===== config.mk =====
export PLATFORM = sky130hd
export DESIGN_NAME = bus_transfer_sequencer
export DESIGN_NICKNAME = d
export VERILOG_FILES = /design/src/rtl/bus_transfer_sequencer.sv
export SDC_FILE = /design/constraint.sdc
export NUM_CORES = 1
export LEC_CHECK = 0
export CAP_MARGIN = 20
export CORE_MARGIN = 10
export CORE_UTILIZATION = 49
export DETAILED_ROUTE_END_ITERATION = 10
export PLACE_DENSITY = 0.76
export SLEW_MARGIN = 20
export SYNTH_ARGS = -nofsm -noshare
export SYNTH_HDL_FRONTEND = slang
export SYNTH_SLANG_ARGS = --single-unit

===== constraint.sdc =====
create_clock -name clk -period 2.9 [get_ports clk]
set_clock_uncertainty 0.1 [all_clocks]
set_input_delay 0.725 -clock clk [delete_from_list [all_inputs] [get_ports clk]]
set_output_delay 0.725 -clock clk [all_outputs]
set_load 0.01 [all_outputs]

===== src/rtl/bus_transfer_sequencer.sv =====
// Control sequencer for a single-bus register file: expands MOV/ADD/SUB/NOP
// commands into timed register, Y and Z enable steps with one bus driver per cycle.
module bus_transfer_sequencer #(
  parameter int NUM_REGS = 8,
  parameter int IDX_W    = 4
) (
  input  logic                clk,
  input  logic                reset,
  input  logic                cmd_valid,
  output logic                cmd_ready,
  input  logic [1:0]          cmd_op,
  input  logic [IDX_W-1:0]    cmd_src_a,
  input  logic [IDX_W-1:0]    cmd_src_b,
  input  logic [IDX_W-1:0]    cmd_dst,
  output logic [NUM_REGS-1:0] r_out,
  output logic [NUM_REGS-1:0] r_in,
  output logic                y_in,
  output logic                z_in,
  output logic                z_out,
  output logic                alu_sub,
  output logic                busy,
  output logic                done,
  output logic                err
);

  localparam logic [1:0] OP_NOP = 2'b00;
  localparam logic [1:0] OP_MOV = 2'b01;
  localparam logic [1:0] OP_ADD = 2'b10;
  localparam logic [1:0] OP_SUB = 2'b11;

  typedef enum logic [1:0] {
    IDLE = 2'b00,
    T1   = 2'b01,
    T2   = 2'b10,
    T3   = 2'b11
  } state_t;

  state_t             state_r, state_nxt_s;
  logic [1:0]         op_r, op_nxt_s;
  logic [IDX_W-1:0]   src_a_r, src_a_nxt_s;
  logic [IDX_W-1:0]   src_b_r, src_b_nxt_s;
  logic [IDX_W-1:0]   dst_r, dst_nxt_s;
  logic               illegal_r, illegal_nxt_s;

  logic [NUM_REGS-1:0] r_out_nxt_s, r_in_nxt_s;
  logic                y_in_nxt_s, z_in_nxt_s, z_out_nxt_s, alu_sub_nxt_s;
  logic                done_nxt_s, err_nxt_s, ready_nxt_s, busy_nxt_s;

  function automatic logic idx_bad(input logic [IDX_W-1:0] idx);
    return ({1'b0, idx} >= (IDX_W+1)'(NUM_REGS));
  endfunction

  function automatic logic cmd_illegal(input logic [1:0] op, input logic [IDX_W-1:0] a,
                                       input logic [IDX_W-1:0] b, input logic [IDX_W-1:0] d);
    logic bad;
    case (op)
      OP_MOV:         bad = idx_bad(a) || idx_bad(d);
      OP_ADD, OP_SUB: bad = idx_bad(a) || idx_bad(b) || idx_bad(d);
      default:        bad = 1'b0;
    endcase
    return bad;
  endfunction

  function automatic logic [NUM_REGS-1:0] one_hot(input logic [IDX_W-1:0] idx);
    logic [NUM_REGS-1:0] v;
    v = '0;
    for (int i = 0; i < NUM_REGS; i++) begin
      v[i] = (idx == IDX_W'(i));
    end
    return v;
  endfunction

  // Next-state and command-latch logic; inputs only matter while idle.
  always_comb begin
    state_nxt_s   = state_r;
    op_nxt_s      = op_r;
    src_a_nxt_s   = src_a_r;
    src_b_nxt_s   = src_b_r;
    dst_nxt_s     = dst_r;
    illegal_nxt_s = illegal_r;
    case (state_r)
      IDLE: begin
        if (cmd_valid) begin
          state_nxt_s   = T1;
          op_nxt_s      = cmd_op;
          src_a_nxt_s   = cmd_src_a;
          src_b_nxt_s   = cmd_src_b;
          dst_nxt_s     = cmd_dst;
          illegal_nxt_s = cmd_illegal(cmd_op, cmd_src_a, cmd_src_b, cmd_dst);
        end else begin
          state_nxt_s = IDLE;
        end
      end
      T1: begin
        if (!illegal_r && (op_r == OP_ADD || op_r == OP_SUB)) begin
          state_nxt_s = T2;
        end else begin
          state_nxt_s = IDLE;
        end
      end
      T2:      state_nxt_s = T3;
      T3:      state_nxt_s = IDLE;
      default: state_nxt_s = IDLE;
    endcase
  end

  // Output decode for the upcoming step, so the outputs themselves come from flops.
  always_comb begin
    r_out_nxt_s   = '0;
    r_in_nxt_s    = '0;
    y_in_nxt_s    = 1'b0;
    z_in_nxt_s    = 1'b0;
    z_out_nxt_s   = 1'b0;
    alu_sub_nxt_s = 1'b0;
    done_nxt_s    = 1'b0;
    err_nxt_s     = 1'b0;
    ready_nxt_s   = (state_nxt_s == IDLE);
    busy_nxt_s    = (state_nxt_s != IDLE);
    case (state_nxt_s)
      T1: begin
        if (illegal_nxt_s) begin
          done_nxt_s = 1'b1;
          err_nxt_s  = 1'b1;
        end else begin
          case (op_nxt_s)
            OP_MOV: begin
              r_out_nxt_s = one_hot(src_a_nxt_s);
              r_in_nxt_s  = one_hot(dst_nxt_s);
              done_nxt_s  = 1'b1;
            end
            OP_ADD, OP_SUB: begin
              r_out_nxt_s = one_hot(src_a_nxt_s);
              y_in_nxt_s  = 1'b1;
            end
            default: done_nxt_s = 1'b1;
          endcase
        end
      end
      T2: begin
        r_out_nxt_s   = one_hot(src_b_nxt_s);
        z_in_nxt_s    = 1'b1;
        alu_sub_nxt_s = (op_nxt_s == OP_SUB);
      end
      T3: begin
        z_out_nxt_s = 1'b1;
        r_in_nxt_s  = one_hot(dst_nxt_s);
        done_nxt_s  = 1'b1;
      end
      default: begin
        r_out_nxt_s = '0;
        r_in_nxt_s  = '0;
      end
    endcase
  end

  // State, latched command and registered control outputs.
  always_ff @(posedge clk) begin
    if (reset) begin
      state_r   <= IDLE;
      op_r      <= 2'b00;
      src_a_r   <= '0;
      src_b_r   <= '0;
      dst_r     <= '0;
      illegal_r <= 1'b0;
      cmd_ready <= 1'b1;
      busy      <= 1'b0;
      r_out     <= '0;
      r_in      <= '0;
      y_in      <= 1'b0;
      z_in      <= 1'b0;
      z_out     <= 1'b0;
      alu_sub   <= 1'b0;
      done      <= 1'b0;
      err       <= 1'b0;
    end else begin
      state_r   <= state_nxt_s;
      op_r      <= op_nxt_s;
      src_a_r   <= src_a_nxt_s;
      src_b_r   <= src_b_nxt_s;
      dst_r     <= dst_nxt_s;
      illegal_r <= illegal_nxt_s;
      cmd_ready <= ready_nxt_s;
      busy      <= busy_nxt_s;
      r_out     <= r_out_nxt_s;
      r_in      <= r_in_nxt_s;
      y_in      <= y_in_nxt_s;
      z_in      <= z_in_nxt_s;
      z_out     <= z_out_nxt_s;
      alu_sub   <= alu_sub_nxt_s;
      done      <= done_nxt_s;
      err       <= err_nxt_s;
    end
  end

endmodule


==> results of run 1 <==
cells in the mapped netlist (2+ instances only):
cell	instances
sky130_fd_sc_hd__nor3_1	10
sky130_fd_sc_hd__nor2_1	15
sky130_fd_sc_hd__dfxtp_1	41
sky130_fd_sc_hd__nor4_1	4
sky130_fd_sc_hd__o21ai_0	14
sky130_fd_sc_hd__inv_1	6
sky130_fd_sc_hd__and3_1	6
sky130_fd_sc_hd__buf_2	3
sky130_fd_sc_hd__nor4b_1	3
sky130_fd_sc_hd__mux2i_1	2
sky130_fd_sc_hd__nand2_1	25
sky130_fd_sc_hd__ha_1	4
sky130_fd_sc_hd__o22ai_1	8
sky130_fd_sc_hd__nor3b_2	2
sky130_fd_sc_hd__clkbuf_1	3
sky130_fd_sc_hd__o21ai_1	5
sky130_fd_sc_hd__nor3b_1	11
sky130_fd_sc_hd__nor2b_1	4
sky130_fd_sc_hd__a21oi_1	15
sky130_fd_sc_hd__nand3b_1	2
cell families after synthesis:
group | count (synthesis) | share of synthesized area
and+or+nand+nor | 91 | 0.2981
AOI/OAI and AO/OA | 49 | 0.1540
muxes | 2 | 0.01136
adders and majority gates | 4 | 0.02839
DFF | 41 | 0.4656
buffers and inverters | 14 | 0.04258
critical path: stages:
cell,delay (ps)
sky130_fd_sc_hd__clkdlybuf4s50_1,490
sky130_fd_sc_hd__or3b_4,490
sky130_fd_sc_hd__buf_4,200
sky130_fd_sc_hd__and3_1,170
sky130_fd_sc_hd__o21ai_0,230
sky130_fd_sc_hd__o22ai_1,140
routing by layer:
| layer | track usage | vias up | share of wire |
|---|---|---|---|
| met5 | 0 | - | 0 |
| met4 | 0.04225 | 0 | 0.0090 |
| met3 | 0.06194 | 6 | 0.085 |
| met2 | 0.2127 | 47 | 0.47 |
| met1 | 0.1668 | 722 | 0.44 |
| li1 | - | 807 | - |
cell usage in the layout (no fill, tap or decap), types with 3 or more instances in the layout:
cell                               n
sky130_fd_sc_hd__nor2b_1           4
sky130_fd_sc_hd__ha_1              4
sky130_fd_sc_hd__nor4b_1           3
sky130_fd_sc_hd__nand2_1          25
sky130_fd_sc_hd__dfxtp_1          41
sky130_fd_sc_hd__clkdlybuf4s50_1  40
sky130_fd_sc_hd__nor2_1           15
sky130_fd_sc_hd__a21oi_1          15
sky130_fd_sc_hd__inv_1             6
sky130_fd_sc_hd__buf_4             6
sky130_fd_sc_hd__nor3b_1          11
sky130_fd_sc_hd__clkbuf_4          5
sky130_fd_sc_hd__clkbuf_1          3
sky130_fd_sc_hd__and3_1            6
sky130_fd_sc_hd__o21ai_0          14
sky130_fd_sc_hd__nor4_1            4
sky130_fd_sc_hd__o22ai_1           8
sky130_fd_sc_hd__o21ai_1           5
sky130_fd_sc_hd__nor3_1           10
power by group:
part	switching, uW	internal, uW	total (uW)
Clock	176	96.9	272
Combinational	82.8	74.6	157
Sequential	16.3	582	598
how the worst min path moves through the flow:
stage,startpoint,to,depth (start not counted)
global route,dst_r[3],dst_r[3],2
floorplan,dst_r[3],dst_r[3],2
CTS,dst_r[3],dst_r[3],2
global placement,dst_r[3],dst_r[3],2
detailed placement,dst_r[3],dst_r[3],2
finish,dst_r[3],dst_r[3],2
per-stage QoR:
stage / std cells / worst slack [ps] / utilization / power [uW] / hold slack, ps
6_report: 294 / 566.1 / 0.6681 / 1028 / 367.7
5_1_grt: 294 / 342.1 / 0.6681 / 1070 / 406.0
4_1_cts: 294 / 581.5 / 0.6681 / 1034 / 371.6
3_5_place_dp: 286 / 202.3 / 0.6538 / 766.9 / 354.6
3_3_place_gp: 286 / 226.0 / 0.6538 / 764.9 / 349.6
2_1_floorplan: 201 / 570.6 / - / 699.6 / 333.1
state kept, by name, summed over array words and instances, names as in the netlist, 2 cells and up:
register,flops
r_in,8
r_out,8
state_r,2
op_r,2
src_b_r,4
dst_r,4
src_a_r,4
final cells by class:
class,count,share of cell area
timing repair buffer,47,0.2039
clock buffer,8,0.02138
inverter,6,0.009868
sequential,41,0.3596
multi-input combinational,146,0.3799
tap,46,0.02522
==> flow_metrics.py, run 1 <==
metrics = {
    "die": {
        "die_h_um": 79.98,
        "io-pin-count": 41,
        "start_util": 0.5161,
        "rows": 21,
        "die_width_um": 79.98,
        "core-area_mm2": 0.003416,
        "die_area_mm2": 0.006397,
    },
    "layout": {
        "fillers": 285,
        "antenna-diode-count": 0,
        "multi_input_area_um2": 867.1,
        "area.growth.synth_to_final_pct": 29.45,
        "regArea_um2": 820.8,
        "postLayoutCellArea_mm2": 0.002282,
        "layout-drive-gt1-share": 0.06855,
        "design.final.nets": 268,
    },
    "yosys": {
        "synthArstFlopShare": 0,
        "synth.ff_latch_count": 41,
        "mappedNetlistNets": 222,
        "netlist_instances": 201,
        "part_of_the_yosys_area_used_for_sequential_elements": 0.4656,
        "mean_post_synth_cell_area_um2": 8.771,
        "post_synth_main_area_contributors": "sky130_fd_sc_hd__dfxtp_1, sky130_fd_sc_hd__nand2_1, sky130_fd_sc_hd__nor3b_1",
        "count_of_yosys_warnings_during_synthesis": 0,
        "netlist-cell-type-count": 38,
        "synth_edf_count": 0,
        "synth_ff_type": "sky130_fd_sc_hd__dfxtp_1",
        "synth_top_area_frac": 0.4656,
        "yosys.area.top_type": "sky130_fd_sc_hd__dfxtp_1",
        "synth_area_mm2": 0.001763,
    },
    "cts": {
        "cts_setup_buffers": 0,
        "worstSkewPairLatency_ps": 350,
        "tritoncts": "built",
        "ctsHtreeMaxLevel": 2,
        "cts_root_buf": "sky130_fd_sc_hd__clkbuf_4",
        "post_cts_hold_buffer_count": 0,
        "cts_buffers": 5,
        "tritoncts_num_sinks": 41,
        "clkTransAtPathRegs_ps": 110,
        "post_cts_resize_count": 0,
        "cts.path.max_buffers": 2,
    },
    "route": {
        "viasPerCell": 5.381,
        "dr.first_iter.drc_count": 141,
        "final_antenna_net_count": 0,
        "avgRoutedWirePerCell_um": 14.33,
        "post-route-drc-count": 0,
        "first_pass_iters": 6,
        "detailroute.via_count": 1582,
        "route.final.wire_length_mm": 4.212,
    },
    "sta": {
        "grt_setup_unrepaired": "no",
        "final_period_minus_worst_setup_slack_ps": 2334,
        "max_slew.worst_pin.slew_ps": 482.8,
        "finalSetupTns_ps": 0,
        "slew_headroom": 0.6762,
        "count_of_endpoints_failing_hold_in_the_final_timing_report": 0,
        "fmax_achieved_ghz": 0.4285,
        "slew_viol_final": 0,
        "final-setup-viol-count": 0,
        "share_of_the_cycle_needed_by_the_critical_path_after_routing": 0.8048,
    },
    "critical_path": {
        "r2r.worst_path.cells": 8,
        "timing_endpoint_of_the_critical_path": "r_out[6]",
        "regToRegEndpoint": "r_in[4]",
        "crit_path_end_kind": "flop",
        "timing.critical_path.from": "cmd_valid",
        "worstPathArrival_ps": 2450,
        "rr_startpoint": "op_r[1]",
        "path_max_fanout": 14,
        "required_ps": 3020,
        "regToRegSetupSlack_ps": 740,
        "criticalPathCategory": "in2reg",
        "start_kind": "input port",
    },
    "status": {
        "status": "finished clean",
    },
    "grt": {
        "grt_max_degree": 34,
        "gr-usage-all-layers": 0.1377,
        "grt_remaining_overflow": 0,
        "grt_pass1_wl_mm": 7.072,
        "vias_in_the_first_global_route": 1504,
        "antenna_found_initial": 0,
    },
    "placement": {
        "portBuffers": 40,
        "post-dp-hpwl_mm": 3.153,
        "place.gp.congestion": 0.7863,
        "detailed_place.area_mm2": 0.002233,
    },
    "power": {
        "ir_drop_uv": 327.5,
        "leakage_uw": 0.0008397,
        "powerDensity_mw_per_mm2": 450.6,
    },
    "hold_path": {
        "min-delay-path-class": "reg2reg",
    },
    "run": {
        "maxCapViolations": 0,
    },
}
(Power assumes the default switching activity.)
==> run 2: changes to the inputs <==
Clock period 2.9 ns to 2.4 ns, I/O delays scaled along.
==> run 2 against run 1 <==
Routed wire length increased by 4.3%. Total power increased by 43%. Clock power up 98%. Critical path type unchanged. Global-route usage grew 0.44 points.
==> flow_metrics.py, run 2 (same netlist as run 1, synthesis figures left out) <==
metrics = {
    "placement": {
        "portBuffers": 40,
        "post-dp-hpwl_mm": 3.382,
        "place.gp.congestion": 0.8585,
        "dp_slack_ps": -88.01,
        "post-place-cells": 299,
    },
    "cts": {
        "post_cts_hold_buffer_count": 0,
        "worstSkewPairLatency_ps": 350,
        "clkTransAtPathRegs_ps": 110,
        "cts.path.max_buffers": 2,
        "post_cts_resize_count": 0,
        "cts_setup_buffers": 0,
        "tritoncts": "built",
        "cts_buffers": 5,
        "ctsHtreeMaxLevel": 2,
        "cts_root_buf": "sky130_fd_sc_hd__clkbuf_4",
        "tritoncts_num_sinks": 41,
    },
    "status": {
        "status": "finished clean",
    },
    "run": {
        "maxCapViolations": 0,
    },
    "route": {
        "avgRoutedWirePerCell_um": 14.32,
        "viasPerCell": 5.254,
        "dr.first_iter.drc_count": 116,
        "first_pass_iters": 6,
        "final_antenna_net_count": 0,
        "route.final.wire_length_mm": 4.395,
        "post-route-drc-count": 0,
        "detailroute.via_count": 1613,
    },
    "critical_path": {
        "criticalPathCategory": "in2reg",
        "r2r.worst_path.cells": 8,
        "path_max_fanout": 4,
        "start_kind": "input port",
        "crit_path_end_kind": "flop",
        "required_ps": 2570,
        "worstPathArrival_ps": 2330,
    },
    "grt": {
        "grt_busiest_layer": "met2",
        "vias_in_the_first_global_route": 1576,
        "grtUsageMet3": 0.06419,
        "global_route.usage.met1": 0.1604,
        "grt_remaining_overflow": 0,
        "antenna_found_initial": 0,
        "grt_util_met2": 0.2247,
        "gr-usage-all-layers": 0.1421,
        "grt_max_degree": 25,
        "grt_pass1_wl_mm": 7.217,
    },
    "sta": {
        "share_of_the_cycle_needed_by_the_critical_path_after_routing": 0.9018,
        "max_slew.worst_pin.slew_ps": 467.6,
        "slew_headroom": 0.6850,
        "finalSetupTns_ps": 0,
        "final-setup-viol-count": 0,
        "fmax_achieved_ghz": 0.4621,
        "final_critical_path_setup_slack_ps": 235.7,
        "slew_viol_final": 0,
        "count_of_endpoints_failing_hold_in_the_final_timing_report": 0,
        "grt_setup_unrepaired": "no",
        "final_period_minus_worst_setup_slack_ps": 2164,
    },
    "die": {
        "die_area_mm2": 0.006397,
        "rows": 21,
        "start_util": 0.5161,
        "die_width_um": 79.98,
        "die_h_um": 79.98,
        "core-area_mm2": 0.003416,
        "io-pin-count": 41,
    },
    "layout": {
        "final_common_cell": "sky130_fd_sc_hd__dfxtp_1",
        "layout_common_cells": "sky130_fd_sc_hd__dfxtp_1, sky130_fd_sc_hd__clkdlybuf4s50_1, sky130_fd_sc_hd__nand2_1",
        "reg.largest.list": "r_in x8, r_out x8",
        "layout-drive-gt1-share": 0.1264,
        "area.growth.synth_to_final_pct": 38.04,
        "design.final.nets": 281,
        "antenna-diode-count": 0,
        "finalNonFillerCells": 307,
    },
    "power": {
        "leakage_uw": 0.0009329,
        "post-layout-total-power_uw": 1471,
        "powerDensity_mw_per_mm2": 604.6,
        "ir_drop_uv": 351.1,
    },
    "hold_path": {
        "min-delay-path-class": "reg2reg",
        "min_delay_path_depth": 2,
    },
}
## run 2: final timing paths
path | start | end | slack, ps
max | cmd_valid | r_out[3] | 240
min | src_a_r[2] | src_a_r[2] | 390
max reg2reg | state_r[1] | r_in[4] | 310
min reg2reg | src_a_r[2] | src_a_r[2] | 390
## run 2: area by class of cell
class / count / area [um^2]
Fill cell: 278 / 982.2
Multi-Input combinational cell: 146 / 867.1
Sequential cell: 41 / 820.8
Timing Repair Buffer: 60 / 563.0
Clock inverter: 3 / 65.06
Tap cell: 46 / 57.56
Clock buffer: 5 / 37.54
Inverter: 6 / 22.52
## run 2: per-stage QoR
stage / hold slack (ps) / utilization / area [um^2]
floorplan: 333.1 / - / 1763
global placement: 353.9 / 0.6824 / 2331
detailed placement: 359.0 / 0.6824 / 2331
CTS: 386.9 / 0.7125 / 2434
global route: 411.6 / 0.7125 / 2434
finish: 386.5 / 0.7125 / 2434
## run 2: power by group
part	internal, uW	switching (uW)
clock	322	215
combinational	106	105
sequential	703	19.2
## run 2: layer usage
metal | wire, um | share of wire
met1 | 1793 | 0.41
met2 | 2099 | 0.48
met3 | 437 | 0.099
met4 | 65 | 0.015
met5 | 0 | 0
## run 2: worst max-delay path: stages
cell,delay (ps)
sky130_fd_sc_hd__clkdlybuf4s50_1,430
sky130_fd_sc_hd__o21ai_0,230
sky130_fd_sc_hd__inv_1,90
sky130_fd_sc_hd__ha_1,280
sky130_fd_sc_hd__nor2_1,160
sky130_fd_sc_hd__buf_4,130
sky130_fd_sc_hd__o21ai_0,170
sky130_fd_sc_hd__o22ai_1,230
==> run 3: changes to the inputs <==
Settings changed: CORE_UTILIZATION 49 to 53, PLACE_DENSITY 0.76 to 0.81.
Clock period 2.4 ns to 2.8 ns, I/O delays scaled along.
==> run 3 against run 2 <==
Sequential power fell by 14%. Combinational power fell by 19%. Routed wire length rose by 2.9%. Setup slack improved by 180 ps. Core utilization rose by 1.8 points. Worst hold slack got worse by 23 ps. Cell count fell by 5.5%. Largest cell class unchanged. Largest power group unchanged.
==> flow_metrics.py, run 3 (same netlist as run 1, synthesis figures left out) <==
metrics = {
    "sta": {
        "hold_ws_ps": 363.2,
        "final_critical_path_setup_slack_ps": 420.6,
        "final_period_minus_worst_setup_slack_ps": 2379,
        "count_of_endpoints_failing_hold_in_the_final_timing_report": 0,
        "finalSetupTns_ps": 0,
        "slew_headroom": 0.5769,
        "share_of_the_cycle_needed_by_the_critical_path_after_routing": 0.8498,
        "slew_viol_final": 0,
        "final-setup-viol-count": 0,
        "fmax_achieved_ghz": 0.4203,
        "grt_setup_unrepaired": "no",
        "max_slew.worst_pin.slew_ps": 630.9,
    },
    "layout": {
        "postLayoutCellArea_mm2": 0.002286,
        "layout_common_cells": "sky130_fd_sc_hd__dfxtp_1, sky130_fd_sc_hd__clkdlybuf4s50_1, sky130_fd_sc_hd__nand2_1",
        "finish.utilization": 0.7308,
        "reg.largest.list": "r_in x8, r_out x8",
        "area.growth.synth_to_final_pct": 29.67,
        "design.final.nets": 268,
        "final_common_cell": "sky130_fd_sc_hd__dfxtp_1",
        "layout-drive-gt1-share": 0.07317,
        "antenna-diode-count": 0,
    },
    "route": {
        "first_pass_iters": 4,
        "post-route-drc-count": 0,
        "viasPerCell": 5.762,
        "avgRoutedWirePerCell_um": 15.59,
        "route.final.wire_length_mm": 4.521,
        "dr.first_iter.drc_count": 150,
        "detailroute.via_count": 1671,
        "final_antenna_net_count": 0,
    },
    "placement": {
        "portBuffers": 40,
        "place.gp.congestion": 0.8858,
        "dp_slack_ps": 86.33,
        "detailed_place.area_mm2": 0.002243,
        "post-dp-hpwl_mm": 3.411,
    },
    "cts": {
        "tritoncts": "built",
        "post_cts_resize_count": 0,
        "clkTransAtPathRegs_ps": 110,
        "post_cts_hold_buffer_count": 0,
        "cts.path.max_buffers": 2,
        "tritoncts_num_sinks": 41,
        "ctsHtreeMaxLevel": 2,
        "cts_buffers": 5,
        "worstSkewPairLatency_ps": 350,
        "cts_setup_buffers": 0,
        "cts_root_buf": "sky130_fd_sc_hd__clkbuf_4",
    },
    "critical_path": {
        "worstPathCellList": "clkdlybuf4s50_1 -> o21ai_0 -> inv_1 -> ha_1 -> nand3b_1 -> nor4_1 -> o21ai_0 -> buf_4 -> nor2_1",
        "regToRegSetupSlack_ps": 550,
        "crit_path_end_kind": "flop",
        "path_max_fanout": 6,
        "start_kind": "input port",
        "worstPathArrival_ps": 2570,
        "required_ps": 2990,
        "cp_slowest_cell": "sky130_fd_sc_hd__clkdlybuf4s50_1",
        "cp_common_cell": "sky130_fd_sc_hd__o21ai_0",
        "criticalPathCategory": "in2reg",
        "critPathMaxStageDelay_ps": 520,
    },
    "die": {
        "die_width_um": 77.68,
        "start_util": 0.5636,
        "die_area_mm2": 0.006033,
        "rows": 20,
        "io-pin-count": 41,
        "die_h_um": 77.68,
        "core-area_mm2": 0.003128,
    },
    "run": {
        "maxCapViolations": 0,
    },
    "grt": {
        "grt_max_degree": 34,
        "grt_remaining_overflow": 0,
        "antenna_found_initial": 0,
        "vias_in_the_first_global_route": 1592,
        "gr-usage-all-layers": 0.1494,
        "grt_pass1_wl_mm": 7.479,
    },
    "power": {
        "powerDensity_mw_per_mm2": 458.9,
        "ir_drop_uv": 333.1,
        "leakage_uw": 0.0008452,
    },
    "status": {
        "status": "finished clean",
    },
    "hold_path": {
        "min-delay-path-class": "reg2reg",
    },
}
[run 3: changes by cell type in the layout (fill, tap and decap cells not counted), sizes merged]
cell | before | now
buf | 20 | 7
bufinv | 2 | 0
[run 3: critical path, delay by kind of cell]
kind,cells,cell delay [ps]
compound gates,2,300
fa+ha+maj,1,240
buf+inv,3,790
simple gates,3,550
[run 3: layout make-up]
class                      count  area [um^2]
inverter                       6        22.52
tap                           44        55.05
timing repair buffer          47        478.0
multi-input combinational    146        867.1
sequential                    41        820.8
clock inverter                 1        5.005
fill                         228        842.1
clock buffer                   5        37.54
[run 3: path summary, 6_finish.rpt]
| kind | startpoint | to | cells after the start |
|---|---|---|---|
| max reg2reg | state_r[0] | r_out[7] | 8 |
| max | cmd_valid | r_in[4] | 9 |
| min reg2reg | dst_r[3] | dst_r[3] | 2 |
| min | dst_r[3] | dst_r[3] | 2 |
[run 3: through the flow]
stage	total power, uW	instances
final	1049	290
after global routing	1102	290
after CTS	1056	290
after detailed placement	800.1	284
after global placement	792.3	284
after floorplan	724.6	201
[run 3: report_power, final]
group          leakage, uW  switching, uW  internal (uW)
clock network    0.0000269            172           87.1
registers         0.000334           17.1            603
logic             0.000485           89.8           79.8
total             0.000845            279            770
[run 3: metal layers]
layer / vias to the layer above / share of wire / GRT usage
met5: - / 0 / 0
met4: 0 / 0.013 / 0.06204
met3: 8 / 0.099 / 0.07258
met2: 73 / 0.47 / 0.2405
met1: 785 / 0.41 / 0.1647
li1: 805 / - / -
